**src/rtl/dma_fifo.sv**
```systemverilog
// dma_fifo: show-ahead single-clock FIFO buffering words between DMA read and write phases.
module dma_fifo #(
  parameter int DATA_WIDTH = 32,
  parameter int DEPTH      = 16
) (
  input  logic                  CLK,
  input  logic                  RSTN,
  input  logic                  push,
  input  logic [DATA_WIDTH-1:0] push_data,
  input  logic                  pop,
  output logic [DATA_WIDTH-1:0] pop_data,
  output logic                  full,
  output logic                  empty
);
  localparam int AW = $clog2(DEPTH);
  if (DEPTH < 2 || (DEPTH & (DEPTH - 1)) != 0) begin : g_depth_chk
    $error("dma_fifo: DEPTH must be a power of two >= 2");
  end
  logic [DATA_WIDTH-1:0] mem [DEPTH];
  logic [AW:0] wr_ptr, rd_ptr;
  logic do_push, do_pop;
  assign empty    = wr_ptr == rd_ptr;
  assign full     = (wr_ptr[AW] != rd_ptr[AW]) && (wr_ptr[AW-1:0] == rd_ptr[AW-1:0]);
  assign do_pop   = pop && !empty;
  // a pop in the same cycle frees the slot a full-FIFO push lands in
  assign do_push  = push && (!full || do_pop);
  assign pop_data = empty ? '0 : mem[rd_ptr[AW-1:0]];
  always_ff @(posedge CLK or negedge RSTN)
    if (!RSTN) begin
      wr_ptr <= '0;
      rd_ptr <= '0;
    end else begin
      if (do_push) wr_ptr <= wr_ptr + 1'b1;
      if (do_pop) rd_ptr <= rd_ptr + 1'b1;
    end
  always_ff @(posedge CLK)
    if (do_push) mem[wr_ptr[AW-1:0]] <= push_data;
endmodule

```
**config.mk**
```make
export PLATFORM = sky130hd
export DESIGN_NAME = dma_fifo
export DESIGN_NICKNAME = d
export VERILOG_FILES = /design/src/rtl/dma_fifo.sv
export SDC_FILE = /design/constraint.sdc
export NUM_CORES = 1
export LEC_CHECK = 0
export ABC_AREA = 1
export BUFFER_PORTS_ARGS = -buffer_cell sky130_fd_sc_hd__buf_4
export CAP_MARGIN = 30
export CELL_PAD_IN_SITES_DETAIL_PLACEMENT = 0
export CELL_PAD_IN_SITES_GLOBAL_PLACEMENT = 1
export CORE_MARGIN = 3
export CORE_UTILIZATION = 25
export DETAILED_ROUTE_END_ITERATION = 7
export MAX_ROUTING_LAYER = met4
export PLACE_DENSITY_LB_ADDON = 0.1
export SETUP_SLACK_MARGIN = 0.05
export SLEW_MARGIN = 30
export SYNTH_ARGS = -nofsm -noshare
export SYNTH_HDL_FRONTEND = slang
export SYNTH_SLANG_ARGS = --single-unit
```
**constraint.sdc**
```tcl
create_clock -name CLK -period 7.99 [get_ports CLK]
set_input_delay 1.1985 -clock CLK [delete_from_list [all_inputs] [get_ports CLK]]
set_output_delay 1.1985 -clock CLK [all_outputs]
set_load 0.1 [all_outputs]
```
==> results.yml <==
status:
  status: "finished clean"
worst_hold_path:
  min_path_type: "input pin to asynchronous set/reset pin"
place:
  place.detailed.hpwl_um: 32600
  placed_cell_area_um2: 24600
  dp_cells: 3418
  io_buffers: 69
  pre_cts_ws_ns: 3.18
  gp_congestion: 0.707
finish:
  fin_area_um2: 26600
  final_util_pct: 29.4
  stdcell_count: 3534
  drive_gt1_share_pct: 9.08
  finalNetCount: 2352
  area_delta_synth_final_pct: 16.1
  antennaDiodeCount: 0
worst_setup_path:
  crit_required_ns: 6.79
  cp_max_fo: 99
  endpoint_kind: "output pin"
  worstPathArrival_ns: 4.14
  r2r_slack_ns: 3.81
  critPathKind: "flip-flop to output pin"
  reg2regPathDepth: 8
  r2r_start: "rd_ptr[0]$_DFFE_PN0P_"
  crit_path_start_kind: "flip-flop"
  worstReg2RegEnd: "mem[4][15]$_DFFE_PP_"
yosys:
  synth_area_leaders: "edfxtp_1, nand2_1, inv_1"
  ys_warn_count: 0
  synth-edff-count: 512
  synth_top_area_share_pct: 67.1
  async_flop_share_pct: 1.92
  synth_seq_cells: 522
  synthTopCellsByCount: "nand2_1, edfxtp_1, inv_1"
  synth_top_family_by_area: "simple AND/OR/NAND/NOR gates"
  synth_fa_ha_area_share_pct: 0.273
  syn_nets: 2291
  synth_most_common_cell: "nand2_1"
  synth_cells: 2250
  ys_types: 21
  synthSimpleGateAreaFrac_pct: 21.4
  yosys-mux-area-fraction_pct: 0
  synth_area_leader_cell: "edfxtp_1"
  synth_xor_area_share_pct: 0.268
  synth_area_um2: 22900
  syn_area_per_cell_um2: 10.2
  synth_compound_area_share_pct: 0.721
  synth_ff_type: "edfxtp_1"
  seq_area_frac_synth_pct: 68.2
power_and_ir_drop:
  p_per_area_nw_per_um2: 416
  leakagePower_nw: 11.2
  vdd_ir_drop_max_uv: 297
floorplan:
  die_height_um: 309
  die_area_um2: 95300
  die_x_um: 309
  rows: 110
  core_um2: 90400
  start_util_pct: 25.3
  io_pins: 70
clock_tree:
  cts.sink_count: 522
  clockBufferDepth: 3
  numCtsBuffers: 67
  cts_resized: 0
  cts_setup_buffers: 0
  cts-root-buf: "clkbuf_16"
  insertion_delay_ns: 0.60
  clk_pin_slew_ns: 0.05
  cts_tree: "built"
  htreeDepth: 3
  hold_buffers: 0
timing:
  tns_ns: 0
  rsz0062_at_grt: "false"
  layout_min_cycle_time_ns: 5.34
  slew_violations: 0
  worstMarginPinSlew_ns: 0.931
  hold_violations: 0
  fin_ws_ns: 2.65
  finalCritPeriodShare_pct: 66.9
  slew_headroom_pct: 37.7
  clock.fmax_ghz: 0.187
  setup_viol: 0
  clock_skew_ns: 0.0237
job:
  drv_cap: 0
route:
  dr.pass1.iters: 5
  wire_per_inst_um: 19.7
  drtIter0Drc: 858
  ant_nets: 0
  vias: 14800
  drt_wl_total_um: 69800
  drc: 0
  vias_per_cell: 4.20
grt:
  grt_antenna_before_repair: 1
  grt_max_degree: 150
  grt_first_pass_wirelength_um: 102000
  grt.total_usage_pct: 15.2
  grt_pass1_vias: 15000
  gr-total-overflow: 0
power by group:
group          switching (mW)  internal, mW  leakage, nW
Combinational            3.82          1.01         5.43
Sequential              0.146          3.26         4.75
Clock                    1.16          1.66        0.973
Total                    5.12          5.93         11.2
worst max-delay path by stage:
stage                          startpoint      endpoint  slack, ns  depth (start not counted)
floorplan           rd_ptr[0]$_DFFE_PN0P_  pop_data[22]       4.07                          9
global placement    rd_ptr[0]$_DFFE_PN0P_  pop_data[29]       2.94                          9
detailed placement  rd_ptr[0]$_DFFE_PN0P_  pop_data[29]       3.18                          9
CTS                 rd_ptr[0]$_DFFE_PN0P_  pop_data[29]       2.48                          9
global route        rd_ptr[0]$_DFFE_PN0P_  pop_data[29]       2.32                          9
finish              rd_ptr[0]$_DFFE_PN0P_  pop_data[29]       2.65                          9
cells in the final DEF, fill, tap and decap left out, drive strengths merged:
master / Yosys / layout
clkbuf: 11 / 95
xnor2: 4 / 4
nand2: 921 / 921
a21oi: 32 / 32
dfrtp: 10 / 10
o21ai: 1 / 1
edfxtp: 512 / 512
clkinv: 0 / 15
nand4: 1 / 1
clkinvlp: 0 / 1
inv: 366 / 369
xor2: 3 / 3
ha: 5 / 5
nand3: 264 / 264
buf: 97 / 100
bufinv: 0 / 2
nor2: 23 / 23
critical path, cell delays in order (launching register included):
cell and delay (ns):
dfrtp_4 0.78, inv_8 0.58, buf_6 0.71, nand2_1 0.10
nand2_1 0.09, nand2_1 0.05, nand3_1 0.11, nand3_1 0.08
a21oi_1 0.50, buf_4 0.40
registers in the layout, summed over array words and instances (netlist names):
register,cells
wr_ptr,5
rd_ptr,5
mem,512
metrics by stage:
| stage | hold slack [ns] | total power [mW] |
|---|---|---|
| after floorplan | 0.501 | 7.03 |
| after global placement | 0.528 | 8.41 |
| after detailed placement | 0.531 | 8.40 |
| after CTS | 0.367 | 11.3 |
| after global routing | 0.390 | 11.7 |
| final | 0.421 | 11.1 |
routing by layer:
layer  part of all wire [%]  global-route usage, %  wire [um]  vias to the layer above
li1                       -                      -          -                     7291
met1                     48                   20.2      33200                     7252
met2                     47                   24.4      32800                      203
met3                    3.2                   2.13       2210                       87
met4                    2.2                   4.55       1540                        0
met5                      0                      -          0                        -
logic make-up after synthesis:
family                     Yosys count
buffers and inverters              474
DFF                                522
adders and majority gates            5
AOI/OAI and AO/OA                   33
and+or+nand+nor                   1209
xor gates and xnor gates             7
layout make-up:
type	instances	area (um^2)
Multi-Input combinational cell	1254	5320
Fill cell	9275	63800
Clock buffer	95	1830
Clock inverter	21	180
Sequential cell	522	15600
Timing Repair Buffer	100	767
Tap cell	1176	1470
Inverter	366	1380
No activity file was read; power rests on OpenSTA's default activity.
